$ cat config.mk
export PLATFORM = sky130hd
export DESIGN_NAME = keypad_scan_flat
export DESIGN_NICKNAME = d
export VERILOG_FILES = /design/src/rtl/keypad_scan_if.sv /design/src/rtl/keypad_scan.sv /design/src/flat_wrapper.sv
export SDC_FILE = /design/constraint.sdc
export NUM_CORES = 1
export LEC_CHECK = 0
export BUFFER_PORTS_ARGS = -buffer_cell sky130_fd_sc_hd__buf_4
export CORE_MARGIN = 4
export CORE_UTILIZATION = 60
export CTS_BUF_LIST = sky130_fd_sc_hd__clkbuf_8
export DETAILED_ROUTE_END_ITERATION = 7
export GPL_TIMING_DRIVEN = 0
export PLACE_DENSITY = 0.75
export SETUP_SLACK_MARGIN = 0.05
export SLEW_MARGIN = 25
export SYNTH_ARGS = -nofsm -noshare
export SYNTH_HDL_FRONTEND = slang
export SYNTH_SLANG_ARGS = --single-unit
$ cat constraint.sdc
create_clock -name clk -period 5.5 [get_ports clk]
set_input_delay 0.825 -clock clk [delete_from_list [all_inputs] [get_ports clk]]
set_output_delay 0.825 -clock clk [all_outputs]
set_load 0.1 [all_outputs]
$ cat src/rtl/keypad_scan_if.sv
// rtl/keypad_scan_if.sv - keypad header and CPU read-side signals of the keypad scanner
interface keypad_scan_if;
   logic [3:0] col;
   logic [3:0] row;
   logic       rd;
   logic [3:0] key_code;
   logic       key_valid;
   logic       key_down;
   logic       overrun;

   modport slave (
      output col, key_code, key_valid, key_down, overrun,
      input  row, rd
   );

   modport master (
      input  col, key_code, key_valid, key_down, overrun,
      output row, rd
   );
endinterface

$ cat src/rtl/keypad_scan.sv
// rtl/keypad_scan.sv - 4x4 matrix keypad scanner with frame debounce and latched key event
module keypad_scan #(
   parameter int SCAN_DIV = 62500,
   parameter int DEBOUNCE = 5
) (
   input  logic         clk,
   input  logic         reset_,
   keypad_scan_if.slave kif
);
   localparam int CW = (SCAN_DIV > 1) ? $clog2(SCAN_DIV) : 1;

   logic [CW-1:0] dwell;
   logic [1:0]    col_idx;
   logic [3:0]    col_q;
   logic [3:0]    sync1, sync2;
   logic [3:0]    pressed;
   logic [15:0]   snapshot, previous, debounced, frame;
   logic [3:0]    stable;
   logic          tick, frame_end, accept, single;
   logic          evt_pend;
   logic [3:0]    evt_code;
   logic [3:0]    key_code_q;
   logic          key_valid_q, key_down_q, overrun_q;

   function automatic logic [3:0] bit_index(input logic [15:0] v);
      logic [3:0] idx;
      idx = '0;
      for (int i = 0; i < 16; i++) begin
         if (v[i]) idx = 4'(i);
      end
      return idx;
   endfunction

   assign pressed   = ~sync2;
   assign tick      = (dwell == CW'(SCAN_DIV - 1));
   assign frame_end = tick && (col_idx == 2'd3);

   // The frame under evaluation must include the column being sampled this tick.
   always_comb begin
      frame = snapshot;
      frame[{col_idx, 2'b00} +: 4] = pressed;
   end

   assign accept = frame_end && (frame == previous) && (stable == 4'(DEBOUNCE - 1));
   assign single = (frame != 16'h0000) && ((frame & (frame - 16'd1)) == 16'h0000);

   always_ff @(posedge clk or negedge reset_) begin
      if (!reset_) begin
         dwell    <= '0;
         col_idx  <= 2'd0;
         col_q    <= 4'b1110;
         sync1    <= 4'b1111;
         sync2    <= 4'b1111;
         snapshot <= 16'h0000;
      end else begin
         sync1 <= kif.row;
         sync2 <= sync1;
         if (tick) begin
            dwell    <= '0;
            snapshot <= frame;
            col_idx  <= col_idx + 2'd1;
            col_q    <= {col_q[2:0], col_q[3]};
         end else begin
            dwell <= dwell + CW'(1);
         end
      end
   end

   always_ff @(posedge clk or negedge reset_) begin
      if (!reset_) begin
         previous   <= 16'h0000;
         debounced  <= 16'h0000;
         stable     <= 4'd0;
         key_down_q <= 1'b0;
         evt_pend   <= 1'b0;
         evt_code   <= 4'd0;
      end else begin
         evt_pend <= 1'b0;
         if (frame_end) begin
            previous <= frame;
            if (frame != previous) begin
               stable <= 4'd0;
            end else if (stable != 4'(DEBOUNCE)) begin
               stable <= stable + 4'd1;
            end
            if (accept) begin
               debounced  <= frame;
               key_down_q <= |frame;
               // Only a press from all-released to exactly one key is an event.
               evt_pend   <= (debounced == 16'h0000) && single;
               evt_code   <= bit_index(frame);
            end
         end
      end
   end

   always_ff @(posedge clk or negedge reset_) begin
      if (!reset_) begin
         key_code_q  <= 4'd0;
         key_valid_q <= 1'b0;
         overrun_q   <= 1'b0;
      end else if (evt_pend) begin
         key_code_q  <= evt_code;
         key_valid_q <= 1'b1;
         if (kif.rd) begin
            overrun_q <= 1'b0;
         end else if (key_valid_q) begin
            overrun_q <= 1'b1;
         end
      end else if (kif.rd) begin
         key_valid_q <= 1'b0;
         overrun_q   <= 1'b0;
      end
   end

   assign kif.col       = col_q;
   assign kif.key_code  = key_code_q;
   assign kif.key_valid = key_valid_q;
   assign kif.key_down  = key_down_q;
   assign kif.overrun   = overrun_q;
endmodule
$ cat src/flat_wrapper.sv
// flat-port wrapper written by rule: the top's interface ports become plain ports
module keypad_scan_flat 
#(
   parameter int SCAN_DIV = 62500,
   parameter int DEBOUNCE = 5
)
  (clk, reset_, kif_col, kif_key_code, kif_key_valid, kif_key_down, kif_overrun, kif_row, kif_rd);
  keypad_scan_if kif_i ();
  input  logic clk;
  input  logic reset_;
  output wire logic [$bits(kif_i.col)-1:0] kif_col;
  output wire logic [$bits(kif_i.key_code)-1:0] kif_key_code;
  output wire logic [$bits(kif_i.key_valid)-1:0] kif_key_valid;
  output wire logic [$bits(kif_i.key_down)-1:0] kif_key_down;
  output wire logic [$bits(kif_i.overrun)-1:0] kif_overrun;
  input wire logic [$bits(kif_i.row)-1:0] kif_row;
  input wire logic [$bits(kif_i.rd)-1:0] kif_rd;
  assign kif_col = kif_i.col;
  assign kif_key_code = kif_i.key_code;
  assign kif_key_valid = kif_i.key_valid;
  assign kif_key_down = kif_i.key_down;
  assign kif_overrun = kif_i.overrun;
  assign kif_i.row = kif_row;
  assign kif_i.rd = kif_rd;
  keypad_scan #(.SCAN_DIV(SCAN_DIV), .DEBOUNCE(DEBOUNCE)) u_core (.clk(clk), .reset_(reset_), .kif(kif_i));
endmodule
# Word level (Yosys, flattened, before mapping)
# Cells that the tools add are included.
[totals] in_bits=7 register_bits=94 mem_bits_ro=0 word_cells=71 memories=0 latch_bits=0 output_inout_bits=11 ramBits=0
[op_classes] div_mod_pow=0 n_eq_ne=6 add_sub_neg=5 n_reduce_logical=15 multipliers=0 n_lt_le_gt_ge=0 bitwise_logic=2 mux=26 shift=2
[ops] cell="2-to-1 mux 4 bit" n=10
[ops] cell="zero test 16 bit" n=2
[ops] cell="adder 16 x 1 -> 16 bit (second input constant)" n=1
[ops] cell="bitwise AND 16 bit" n=1
[ops] cell="bitwise mux 16 bit" n=1
[ops] cell="equality test 16 bit" n=1
[ops] cell="equality test 16 bit (second input constant)" n=1
[ops] cell="2-to-1 mux 16 bit" n=1
[ops] cell="!= test 16 bit" n=1
[ops] cell="nonzero test 16 bit" n=1
[ops] cell="OR reduction 16 bit" n=1
[ops] cell="variable shift 4 x 6 -> 16 bit (first input constant)" n=1
[ops] cell="indexed part select 4 x 6 -> 16 bit" n=1
[ops] cell="subtractor 16 x 1 -> 16 bit (second input constant)" n=1
[ops] cell="2-to-1 mux 3 bit" n=4
[ops] cell="2-to-1 mux 1 bit" n=8
[ops] cell="negator 4 -> 6 bit" n=1
[ops] cell="AND reduction 2 bit" n=3
[ops] cell="nonzero test 2 bit" n=3
[ops] cell="logical AND 1 bit" n=5
[ops] cell="adder 4 x 1 -> 4 bit (second input constant)" n=1
[ops] cell="equality test 4 x 3 -> 1 bit (second input constant)" n=1
[ops] cell="2-to-1 mux 2 bit" n=2
[ops] cell="!= test 4 x 3 -> 1 bit (second input constant)" n=1
[ops] cell="3 further kinds" n=3

# Longest topological paths before layout
# Gate-level depths: netlist (run 1).
[logic_depth] ltp_word=18 ltp_mapped=12

# Worst setup path after synthesis (run 1)
# OpenSTA, ideal clock, no wires.
[synth_timing] path_kind="register -> register" from="register u_core.col_idx[0]" to="register u_core.key_down_q, in the netlist u_core.kif.key_down" required_ps=5372 arrival_ps=3050 stages_incl_launch_ff=11 path_buffers=1 period_less_slack_ps=3179 slack_ps=2321 path_cell_list="dfrtp_1 -> inv_1 -> ha_1 -> or3b_2 -> o22a_1 -> xnor2_1 -> nor4_1 -> nand4_2 -> nor3_4 -> buf_6 -> mux2_1"
[synth_via] elab_chain_len=7
[synth_rtl] item="from (decl)" line="keypad_scan.sv:13" rtl="logic [1:0] col_idx;"
[synth_rtl] item="from (signal assigned)" line="keypad_scan.sv:61" rtl="col_idx <= col_idx + 2'd1;"
[synth_rtl] item="negator 4 -> 6 bit" line="keypad_scan.sv:41" rtl="frame[{col_idx, 2'b00} +: 4] = pressed;"
[synth_rtl] item="indexed part select 4 x 6 -> 16 bit / variable shift 4 x 6 -> 16 bit (equally long branches)" line="keypad_scan.sv:41"
[synth_rtl] item="bitwise mux 16 bit" line="keypad_scan.sv:41"
[synth_rtl] item="equality test 16 bit" line="keypad_scan.sv:44" rtl="assign accept = frame_end && (frame == previous) && (stable == 4'(DEBOUNCE - 1));"
[synth_rtl] item="logical AND 1 bit (2 in a row)" line="keypad_scan.sv:44"
[synth_rtl] item="AND reduction 2 bit (no source line)"
[synth_rtl] item="to (signal assigned)" line="keypad_scan.sv:88" rtl="key_down_q <= |frame;"
[synth_rtl] item="to (decl)" line="keypad_scan.sv:23" rtl="logic key_valid_q, key_down_q, overrun_q;"
# Several ways; a longest one is shown, not always the timed one.
# A chain may end at the register's enable or synchronous reset.

# Worst setup path in the final report (run 1)
[layout_timing] from="register u_core.col_idx[0]" to="register u_core.debounced[7]"
[layout_via] elab_chain_len=7
[layout_rtl] item="negator 4 -> 6 bit" line="keypad_scan.sv:41"
[layout_rtl] item="indexed part select 4 x 6 -> 16 bit / variable shift 4 x 6 -> 16 bit (equally long branches)" line="keypad_scan.sv:41"
[layout_rtl] item="bitwise mux 16 bit" line="keypad_scan.sv:41"
[layout_rtl] item="equality test 16 bit" line="keypad_scan.sv:44"
[layout_rtl] item="logical AND 1 bit (2 in a row)" line="keypad_scan.sv:44"
[layout_rtl] item="AND reduction 2 bit (no source line)"
[layout_rtl] item="to (signal assigned)" line="keypad_scan.sv:87" rtl="debounced <= frame;"
[layout_rtl] item="to (decl)" line="keypad_scan.sv:17" rtl="logic [15:0] snapshot, previous, debounced, frame;"
# Several ways; a longest one is shown, not always the timed one.

==> results of run 1 <==
-- worst max-delay path, cell delays in order (launching register included) --
cell	delay [ns]
dfrtp_1	0.51
inv_1	0.16
ha_1	0.24
buf_2	0.18
nand4bb_1	0.36
o31ai_1	0.80
xor2_1	0.15
nor4_1	0.38
nand4_2	0.28
nor3_4	0.36
buf_6	0.20
mux2_1	0.33
-- per-stage QoR --
stage / power (mW) / hold WS (ns) / setup slack (ns) / instances / utilization (%)
global placement: 0.750 / 0.346 / 1.57 / 568 / 64.6
CTS: 1.19 / 0.361 / 1.45 / 584 / 67.1
global route: 1.23 / 0.369 / 1.14 / 584 / 67.1
detailed placement: 0.751 / 0.348 / 1.53 / 568 / 64.6
finish: 1.19 / 0.359 / 1.41 / 584 / 67.1
floorplan: 0.727 / 0.345 / 2.32 / 449 / -
-- cell families after synthesis --
group                      Yosys count  share of synthesized area, %
AOI/OAI and AO/OA                  105                          14.9
xor gates and xnor gates            30                          5.58
adders and majority gates            9                          2.39
buffers and inverters               39                          3.64
DFF                                 94                          50.3
muxes                               33                          7.76
and+or+nand+nor                    139                          15.5
-- layout make-up --
cell class,instances,share of cell area (%)
multi-input cells,316,42.1
well taps,102,2.47
clock inverters,7,1.33
inverters,20,1.46
repair buffers,17,2.55
flip-flops and latches,94,45.9
plain buffers,19,1.87
clock buffers,9,2.40
-- metal layers --
metal	share of wire [%]	global-route usage, %
met1	46	35.7
met2	45	37.7
met3	6.0	5.89
met4	3.3	11.7
met5	0	0
-- Yosys cell counts, types with 2 or more instances --
library cell	n
o2bb2ai_1	4
o32ai_2	2
a21oi_1	24
nand2_1	44
xor2_1	11
o22a_1	4
a22o_1	2
nor3b_1	3
nand4bb_1	2
and2_1	3
nand3_1	8
clkbuf_1	8
o22ai_1	7
mux2i_1	5
buf_6	2
inv_1	20
buf_2	5
mux2_1	16
ha_1	9
nor2b_1	6
nor3_1	3
dfstp_2	11
and3_1	4
o211ai_1	4
dfrtp_1	83
o21ai_0	35
nand4_1	4
nand2b_1	6
buf_1	3
a211o_1	2
nor2_1	31
o31ai_1	5
a21o_1	3
nor4b_1	2
xnor2_1	19
nor4_1	12
mux2_2	12
o21a_1	2
-- registers in the layout, summed over array words and instances, names as in the netlist, 4 cells and up --
| register | count |
|---|---|
| u_core.debounced | 16 |
| u_core.dwell | 16 |
| u_core.evt_code | 4 |
| u_core.kif.col | 4 |
| u_core.kif.key_code | 4 |
| u_core.previous | 16 |
| u_core.snapshot | 16 |
| u_core.stable | 4 |
| u_core.sync1 | 4 |
| u_core.sync2 | 4 |
-- report_power, final --
group / internal, mW / leakage (nW) / switching (mW)
clock network: 0.207 / 0.0941 / 0.242
logic: 0.0107 / 1.04 / 0.0290
registers: 0.696 / 1.26 / 0.00198
-- final timing paths --
kind / start / to / slack, ns / depth (start not counted)
max: u_core.col_idx[0] / u_core.debounced[7] / 1.41 / 11
min: u_core.sync1[2] / u_core.sync2[2] / 0.36 / 0
max reg2reg: u_core.col_idx[0] / u_core.debounced[7] / 1.41 / 11
min reg2reg: u_core.sync1[2] / u_core.sync2[2] / 0.36 / 0
max in group asynchronous: reset_ / u_core.debounced[7] / 4.39 / 1
min in group asynchronous: reset_ / u_core.stable[3] / 0.51 / 1
==> metrics.md, run 1 <==
| Metric | Value |
|---|---|
| Top post-synthesis cells by area | `dfrtp_1, dfstp_2, mux2_1` |
| # fillers | `610` |
| Area of placed instances | `a little under 5000 µm²` |
| Async S/R FF share, synth | `100%` |
| Worst Max-Slew Pin Slew | `about 0.88 ns` |
| Vias in the first global route | `~3,500` |
| Detailed Routing Iterations Pass 1 | `5` |
| Starting DRT DRC Count | `approximately 220` |
| Pin count of the biggest net entering global routing | `95` |
| Final instance area | `slightly above 5000 µm²` |
| Input/output buffers | `17` |
| # Post-CTS Setup Buffers | `0` |
| Drt via density | `just over 6` |
| IR drop worst, VDD | `~0.17 mV` |
| Die height | `a little under 100 µm` |
| Mapped Area | `about 4700 µm²` |
| Core area | `slightly below 8000 µm²` |
| Sequential fraction of the synthesis area | `between 50 and 60%` |
| Maximum Capacitance Violations | `0` |
| Synth unique cells | `slightly above 60` |
| Skew-Pair Late Insertion Delay | `0.37 ns` |
| Final Hold Viols | `0` |
| Endpoints failing setup | `0` |
| Total negative setup slack | `0 ns` |
| Final min period | `approximately 4.1 ns` |
| Layout cells sized above 1 | `roughly 15%` |
| Top FF cell, synth | `dfrtp_1` |
| Layout Skew | `0.0113 ns` |
| Pwr dens | `~230 nW/µm²` |
| Tot GR Track Use | `between 20 and 30%` |
| WL/cell | `18.4 µm` |
| Yosys warnings | `0` |
| Placer Congestion | `approximately 0.95` |
| FMAX | `0.244 GHz` |
| Antenna violations before repair | `0` |
| Clk sinks | `between 90 and 100` |
| Layout area overhead | `9.60%` |
| Top Ports | `18` |
| Outcome | `finished, final reports clean` |
| Worst setup SP type | `flip-flop` |
| Mapped Cells | `about 450` |
| Remaining routing DRC violations | `0` |
| Die area | `9330 µm²` |
| Global-route wire length before repair | `around 18 mm` |
| Cell taking the most area after synthesis | `dfrtp_1` |
| Worst EP arrival | `between 4 and 5 ns` |
| Multi-input gate area | `2170 µm²` |
| Drt total wl | `about 11 mm` |
| Number of flops mapped to enable cells by yosys | `0` |
| Final Max Slew Viols | `0` |
| Clock transition at path regs | `0.09 ns` |
| Num CTS Buffers | `9` |
| Die width | `a little under 100 µm` |
| CTS tree | `built` |
| Vias | `roughly 3,500` |
| Syn nets | `between 400 and 500` |
| Hold Crit Class | `reg2reg` |
| RSZ-0062 raised after global routing | `false` |
| GR Overflow Total | `0` |
| Antenna diodes | `0` |
| Post-synth top area share | `between 40% and 50%` |
| Register Area | `around 2400 µm²` |
| Worst relative slew slack | `41.1%` |
| Most frequent cells in the layout | `dfrtp_1, nand2_1, o21ai_0` |
| Clock buffer depth | `2` |
| Crit Path Class | `reg2reg` |
| Setup crit end kind | `flip-flop` |
| Avg Inst Size Synth | `roughly 10 µm²` |
| Root buffer cell | `clkbuf_8` |
| Leak pwr | `between 2 and 2.5 nW` |
| Row Count | `32` |
| Hold Buf Count CTS | `0` |
| Most common cell after layout, fill and taps aside | `dfrtp_1` |
| Fin crit share | `74.4%` |
| Synth Register Bits | `94` |
| WP data required | `~5.8 ns` |
| HPWL after DPL | `7.64 mm` |
| Final ANT Viol Nets | `0` |
| Final net count | `493` |
| Starting Density | `between 60% and 70%` |
| H-tree Lvls | `3` |
| CP max FO | `10` |
| Post-cts repair resize count | `0` |
(Power assumes the default switching activity.)
==> run 2, diff against run 1 <==
--- a/config.mk
+++ b/config.mk
@@ -5,6 +5,7 @@
 export SDC_FILE = /design/constraint.sdc
 export NUM_CORES = 1
 export LEC_CHECK = 0
+export ABC_AREA = 1
 export BUFFER_PORTS_ARGS = -buffer_cell sky130_fd_sc_hd__buf_4
 export CORE_MARGIN = 4
 export CORE_UTILIZATION = 60
==> constraint.sdc (replaced) <==
create_clock -name clk -period 4 [get_ports clk]
set_input_delay 0.6 -clock clk [delete_from_list [all_inputs] [get_ports clk]]
set_output_delay 0.6 -clock clk [all_outputs]
set_load 0.1 [all_outputs]
==> run 2 against run 1 <==
Routed wire length decreased by 4.6%. Worst hold slack got worse by 0.051 ns. Final area is 3.4% higher. Power is 42% higher. Count of clock-buffer cells in the layout unchanged. Critical path type unchanged. Final cell count is 28% higher. Clock skew fell by 0.00088 ns. Die area is 3.0% higher. Sequential share of layout area down 1.5 points. Sequential cell count stayed put. Register-to-register slack worse by 0.54 ns.
==> metrics.md, run 2 <==
| Metric | Value |
|---|---|
| Maximum Capacitance Violations | `0 (unchanged)` |
| # Post-CTS Setup Buffers | `0 (unchanged)` |
| Root buffer cell | `clkbuf_8` |
| R2R Setup Slk | `0.87 ns (-0.54 ns)` |
| Antenna violations before repair | `0 (unchanged)` |
| Worst relative slew slack | `45.9% (+4.8 points)` |
| Post-synth top cells | `nand2_1, inv_1, dfrtp_1` |
| Most common cell in the netlist | `nand2_1` |
| Final instance area | `5330 µm² (+3.4%)` |
| Hold Crit Class | `in2async` |
| Final Hold Viols | `0 (unchanged)` |
| Starting Density | `62.3% (+1.0 points)` |
| Die area | `9610 µm² (+3.0%)` |
| Placer Congestion | `0.880 (-7.1%)` |
| Switching Share | `21.7% (-1.3 points)` |
| CP peak stage delay | `0.49 ns (-0.31 ns)` |
| Hold Buf Count CTS | `0 (unchanged)` |
| Setup crit end kind | `flip-flop` |
| WP data required | `4.30 ns (-1.45 ns)` |
| Core area | `7810 µm² (+1.6%)` |
| R2r worst-path depth | `16 (+5)` |
| Mapped Cells | `615 (+37%)` |
| Detailed Routing Iterations Pass 1 | `6 (+1)` |
| Worst setup SP type | `flip-flop` |
| Flop pwr share | `57.0% (-1.8 points)` |
| Layout cells sized above 1 | `11.3% (-3.9 points)` |
| Mapped Area | `4860 µm² (+3.3%)` |
| Global-route wire length before repair | `17.9 mm (+1.3%)` |
| Pint | `1.32 mW (+44%)` |
| Clock power share | `40.2% (+2.4 points)` |
| Top FF cell, synth | `dfrtp_1` |
| Top Ports | `18 (unchanged)` |
| Cell mode on critical path | `nand2_1` |
| Starting DRT DRC Count | `279 (+25%)` |
| Final Max Slew Viols | `0 (unchanged)` |
| Area of placed instances | `5120 µm² (+3.1%)` |
| Drt via density | `5.33 (-12%)` |
| Slowest-stage cell, CP | `dfrtp_1` |
| FMAX | `0.320 GHz (+31%)` |
| Clock buffer depth | `2 (unchanged)` |
| Sequential fraction of the synthesis area | `48.7% (-1.6 points)` |
| Most frequent cells in the layout | `nand2_1, inv_1, dfrtp_1` |
| NetSw | `365 µW (+34%)` |
| Fin crit share | `78.2% (+3.8 points)` |
| Tot GR Track Use | `22.9% (-2.5 points)` |
| Hold WS | `0.308 ns (-0.0509 ns)` |
| IR drop worst, VDD | `0.191 mV (+11%)` |
| Top post-synthesis cells by area | `dfrtp_1, nand2_1, inv_1` |
| Cell taking the most area after synthesis | `dfrtp_1` |
| CP max FO | `10 (unchanged)` |
| Total power | `1.68 mW (+42%)` |
| Die height | `98.0 µm (+1.5%)` |
| Synth Register Bits | `94 (unchanged)` |
| Num CTS Buffers | `9 (unchanged)` |
| WL/cell | `13.7 µm (-26%)` |
| Most common cell after layout, fill and taps aside | `nand2_1` |
| Worst Max-Slew Pin Slew | `0.812 ns (-0.0649 ns)` |
| Drt total wl | `10.2 mm (-4.6%)` |
| Yosys warnings | `0 (unchanged)` |
| Clock transition at path regs | `0.09 ns (about the same)` |
| Reg-to-Reg End | `u_core.debounced[8]` |
| Row Count | `32 (unchanged)` |
| Endpoints failing setup | `0 (unchanged)` |
| Synth unique cells | `39 (-36%)` |
| Final ANT Viol Nets | `0 (unchanged)` |
| Input/output buffers | `17 (unchanged)` |
| H-tree Lvls | `3 (unchanged)` |
| Cell chain of the critical path | `inv_2 > ha_1 > inv_1 > nor2_4 > nand2_1 > o21ai_1 > xor2_1 > nor2_1 > nand2_1 > nor2_2 > nand3_2 > buf_6 > buf_8 > nand2_1 > o21ai_1 > inv_1` |
| Clk sinks | `94 (unchanged)` |
| HPWL after DPL | `7.38 mm (-3.3%)` |
| Layout Skew | `0.0104 ns (-0.000878 ns)` |
| Pwr dens | `316 nW/µm² (+37%)` |
| Vias in the first global route | `3,857 (+11%)` |
| Final net count | `659 (+34%)` |
| Worst R2R Start | `u_core.col_idx[0]` |
| Total negative setup slack | `0 ns (unchanged)` |
| Post-synth top area share | `42.7% (-1.4 points)` |
| Leak pwr | `2.86 nW (+19%)` |
| Crit Path Class | `reg2reg` |
| Die width | `98.0 µm (+1.5%)` |
| RSZ-0062 raised after global routing | `false` |
| Avg Inst Size Synth | `7.91 µm² (-25%)` |
| Outcome | `finished, final reports clean` |
| CTS tree | `built` |
| Antenna diodes | `0 (unchanged)` |
| Layout area overhead | `9.70% (about the same)` |
| Async S/R FF share, synth | `100% (unchanged)` |
| Pin count of the biggest net entering global routing | `95 (unchanged)` |
| GR Overflow Total | `0 (unchanged)` |
| Post-cts repair resize count | `0 (unchanged)` |
| Number of flops mapped to enable cells by yosys | `0 (unchanged)` |
| Final min period | `3.13 ns (-0.963 ns)` |
| Syn nets | `631 (+36%)` |
| Logic pwr share | `2.8% (-0.5 points)` |
| Skew-Pair Late Insertion Delay | `0.36 ns (about the same)` |
| Vias | `3,997 (+13%)` |
| Remaining routing DRC violations | `0 (unchanged)` |
| Worst EP arrival | `3.43 ns (-0.91 ns)` |
[run 2: worst max path at each step]
stage | cells after the start | startpoint | end
2_1_floorplan | 16 | u_core.col_idx[0] | u_core.debounced[10]
3_3_place_gp | 16 | u_core.col_idx[0] | u_core.debounced[10]
3_5_place_dp | 16 | u_core.col_idx[0] | u_core.debounced[8]
4_1_cts | 16 | u_core.col_idx[0] | u_core.debounced[8]
5_1_grt | 14 | u_core.col_idx[0] | u_core.stable[0]
6_report | 16 | u_core.col_idx[0] | u_core.debounced[8]
[run 2: critical path, delay by kind of cell (launching register included)]
kind,cells,cell delay (ns)
xor+xnor,1,0.12
simple gates,7,0.89
flops,1,0.49
fa+ha+maj,1,0.38
buf+inv,5,0.65
compound gates,2,0.54
[run 2: stage by stage]
| step | util (%) | std cells | setup WS [ns] |
|---|---|---|---|
| final | 68.3 | 750 | 0.872 |
| after global routing | 68.3 | 750 | 0.569 |
| after CTS | 68.3 | 750 | 0.916 |
| after detailed placement | 65.6 | 734 | 0.957 |
| after global placement | 65.5 | 734 | 1.02 |
| after floorplan | - | 615 | 1.59 |
[run 2: layout make-up]
cell class,count,area (µm²)
buffer,12,76.3
inverter,103,387
timing repair buffer,17,131
multi-input combinational,406,2030
clock inverter,7,88.8
fill,666,2470
sequential,94,2370
tap,102,128
clock buffer,9,124
[run 2: power by group through the flow]
stage          Clock, mW  Combinational, mW  Sequential (mW)
2_1_floorplan          0             0.0196            0.977
3_3_place_gp           0             0.0473            0.977
3_5_place_dp           0             0.0482            0.978
4_1_cts            0.692             0.0483            0.959
5_1_grt            0.734             0.0544            0.960
6_report           0.677             0.0472            0.959
[run 2: cell families (layout without fill, tap and decap cells)]
logic type | Yosys count | after routing | synth area share, %
and+or+nand+nor | 285 | 285 | 25.6
buffers and inverters | 115 | 148 | 9.52
DFF | 94 | 94 | 48.7
AOI/OAI and AO/OA | 91 | 91 | 10.1
xor gates and xnor gates | 21 | 21 | 3.78
adders and majority gates | 9 | 9 | 2.32
[run 2: layer usage]
metal  up-vias  routed length, µm  GRT usage [%]
met5         -                  0              0
met4         0                248           9.27
met3        25                548           3.43
met2       119               4660           35.4
met1      1876               4780           32.7
li1       1977                  -              -
==> run 3, diff against run 2 <==
==> constraint.sdc (replaced) <==
create_clock -name clk -period 3.1 [get_ports clk]
set_input_delay 0.465 -clock clk [delete_from_list [all_inputs] [get_ports clk]]
set_output_delay 0.465 -clock clk [all_outputs]
set_load 0.1 [all_outputs]
==> run 3 against run 2 <==
Clock power is 29% higher. Count of clock-buffer cells in the layout stayed put. Clock skew is 0.0053 ns higher. Final area is 1.1% higher. Critical path depth is 2 lower. Via count is 0.98% higher. Critical path type unchanged. Largest cell class unchanged. Highest routed layer unchanged.
==> metrics.md, run 3 (synthesis results as in run 2) <==
| Metric | Value |
|---|---|
| Outcome | `finished, final reports clean` |
| Vias in the first global route | `3,857 (unchanged)` |
| Worst relative slew slack | `45.0% (-0.87 points)` |
| Crit Path Class | `reg2reg` |
| HPWL after DPL | `7.38 mm (unchanged)` |
| Detailed Routing Iterations Pass 1 | `5 (-1)` |
| Cell chain of the critical path | `inv_2 > ha_1 > inv_1 > nand3_2 > o21ai_4 > xnor2_1 > nand4_1 > nor2_2 > nand3_2 > buf_6 > buf_8 > nand2_1 > o21ai_1 > inv_1` |
| Row Count | `32 (unchanged)` |
| Core area | `7810 µm² (unchanged)` |
| Register Area | `2370 µm² (about the same)` |
| Worst setup SP type | `flip-flop` |
| Pwr dens | `403 nW/µm² (+28%)` |
| Antenna violations before repair | `0 (unchanged)` |
| RSZ-0062 raised after global routing | `false` |
| Global-route wire length before repair | `17.9 mm (unchanged)` |
| Starting Density | `62.3% (unchanged)` |
| Antenna diodes | `0 (unchanged)` |
| Drt total wl | `10.3 mm (+0.39%)` |
| Final Max Slew Viols | `0 (unchanged)` |
| WL/cell | `13.7 µm (+0.12%)` |
| # fillers | `657 (-1.4%)` |
| Clock buffer depth | `2 (unchanged)` |
| Layout Skew | `0.0158 ns (+0.00534 ns)` |
| Remaining routing DRC violations | `0 (unchanged)` |
| Most frequent cells in the layout | `nand2_1, inv_1, dfrtp_1` |
| Final ANT Viol Nets | `0 (unchanged)` |
| Leak pwr | `2.88 nW (+0.67%)` |
| Maximum Capacitance Violations | `0 (unchanged)` |
| Skew-Pair Late Insertion Delay | `0.36 ns (about the same)` |
| Worst Max-Slew Pin Slew | `0.825 ns (+0.0130 ns)` |
| Pin count of the biggest net entering global routing | `95 (unchanged)` |
| Total negative setup slack | `0 ns (unchanged)` |
| Starting DRT DRC Count | `349 (+25%)` |
| Final instance area | `5400 µm² (+1.1%)` |
| Hold Buf Count CTS | `0 (unchanged)` |
| Slowest-stage cell, CP | `dfrtp_2` |
| Root buffer cell | `clkbuf_8` |
| Pre-CTS setup slack | `0.0569 ns (-0.900 ns)` |
| Fin crit share | `92.3% (+14 points)` |
| Die area | `9610 µm² (unchanged)` |
| Final Hold Viols | `0 (unchanged)` |
| Hold WS | `0.140 ns (-0.168 ns)` |
| Top Ports | `18 (unchanged)` |
| Multi-input gate area | `2080 µm² (+2.2%)` |
| Die width | `98.0 µm (unchanged)` |
| Final net count | `661 (+0.30%)` |
| Placer Congestion | `0.880 (unchanged)` |
| R2R Setup Slk | `0.24 ns (-0.63 ns)` |
| Layout cells sized above 1 | `12.6% (+1.3 points)` |
| Final worst-path setup slack | `0.238 ns (-0.634 ns)` |
| Clock transition at path regs | `0.10 ns (about the same)` |
| CTS tree | `built` |
| Layout area overhead | `11.0%` |
| Input/output buffers | `17 (unchanged)` |
| Die height | `98.0 µm (unchanged)` |
| CP peak stage delay | `0.46 ns (-0.03 ns)` |
| Vias | `4,036 (+0.98%)` |
| CP max FO | `10 (unchanged)` |
| Most common cell after layout, fill and taps aside | `nand2_1` |
| Clk sinks | `94 (unchanged)` |
| FMAX | `0.349 GHz (+9.3%)` |
| IR drop worst, VDD | `0.245 mV (+28%)` |
| WP data required | `3.40 ns (-0.90 ns)` |
| Area of placed instances | `5120 µm² (unchanged)` |
| GR Overflow Total | `0 (unchanged)` |
| Setup crit end kind | `flip-flop` |
| Final min period | `2.86 ns (-0.266 ns)` |
| Tot GR Track Use | `22.9% (unchanged)` |
| Worst EP arrival | `3.16 ns (-0.27 ns)` |
| Num CTS Buffers | `9 (unchanged)` |
| H-tree Lvls | `3 (unchanged)` |
| Endpoints failing setup | `0 (unchanged)` |
| Hold Crit Class | `in2async` |
| Drt via density | `5.37 (+0.71%)` |
[run 3: metal layers]
layer  vias up  track usage (%)  wire (µm)
met5         -                0          0
met3        27             3.43        584
met4         0             9.27        269
met2       115             35.4       4690
met1      1908             32.7       4740
li1       1986                -          -
[run 3: worst max-delay path: cells and delay by family (launching register included)]
kind            cells  cell delay (ns)
buf+inv             5             0.72
xor+xnor            1             0.16
compound gates      2             0.38
flops               1             0.46
simple gates        5             0.76
fa+ha+maj           1             0.31
[run 3: cell type report]
type | count | share of cell area, %
Sequential cell | 94 | 43.9
Multi-Input combinational cell | 406 | 38.5
Inverter | 103 | 7.17
Timing Repair Buffer | 19 | 2.71
Tap cell | 102 | 2.37
Clock buffer | 9 | 2.30
Clock inverter | 7 | 1.65
Buffer | 12 | 1.41
[run 3: through the flow]
step,util (%),instances,total power [mW]
3_3_place_gp,65.5,734,1.32
6_report,69.1,752,2.17
5_1_grt,69.1,752,2.26
2_1_floorplan,-,615,1.29
4_1_cts,68.4,750,2.19
3_5_place_dp,65.6,734,1.32
[run 3: final timing paths]
kind,start,endpoint,cells after the start
max,u_core.col_idx[0],u_core.debounced[8],14
min,reset_,u_core.dwell[11],1
max reg2reg,u_core.col_idx[0],u_core.debounced[8],14
min reg2reg,u_core.sync1[3],u_core.sync2[3],0
max in group asynchronous,reset_,u_core.col_idx[0],1
min in group clk,kif_row[3],u_core.sync1[3],1
[run 3: repair_timing]
action,CTS,global route
cloned,0,0
setup endpoints to repair,1,26
buffers inserted,0,2
pin swaps,0,2
gates resized for setup,1,9
[run 3: power by group]
part           switching, mW  internal (mW)
combinational         0.0459         0.0160
clock                  0.424          0.451
sequential           0.00284           1.23
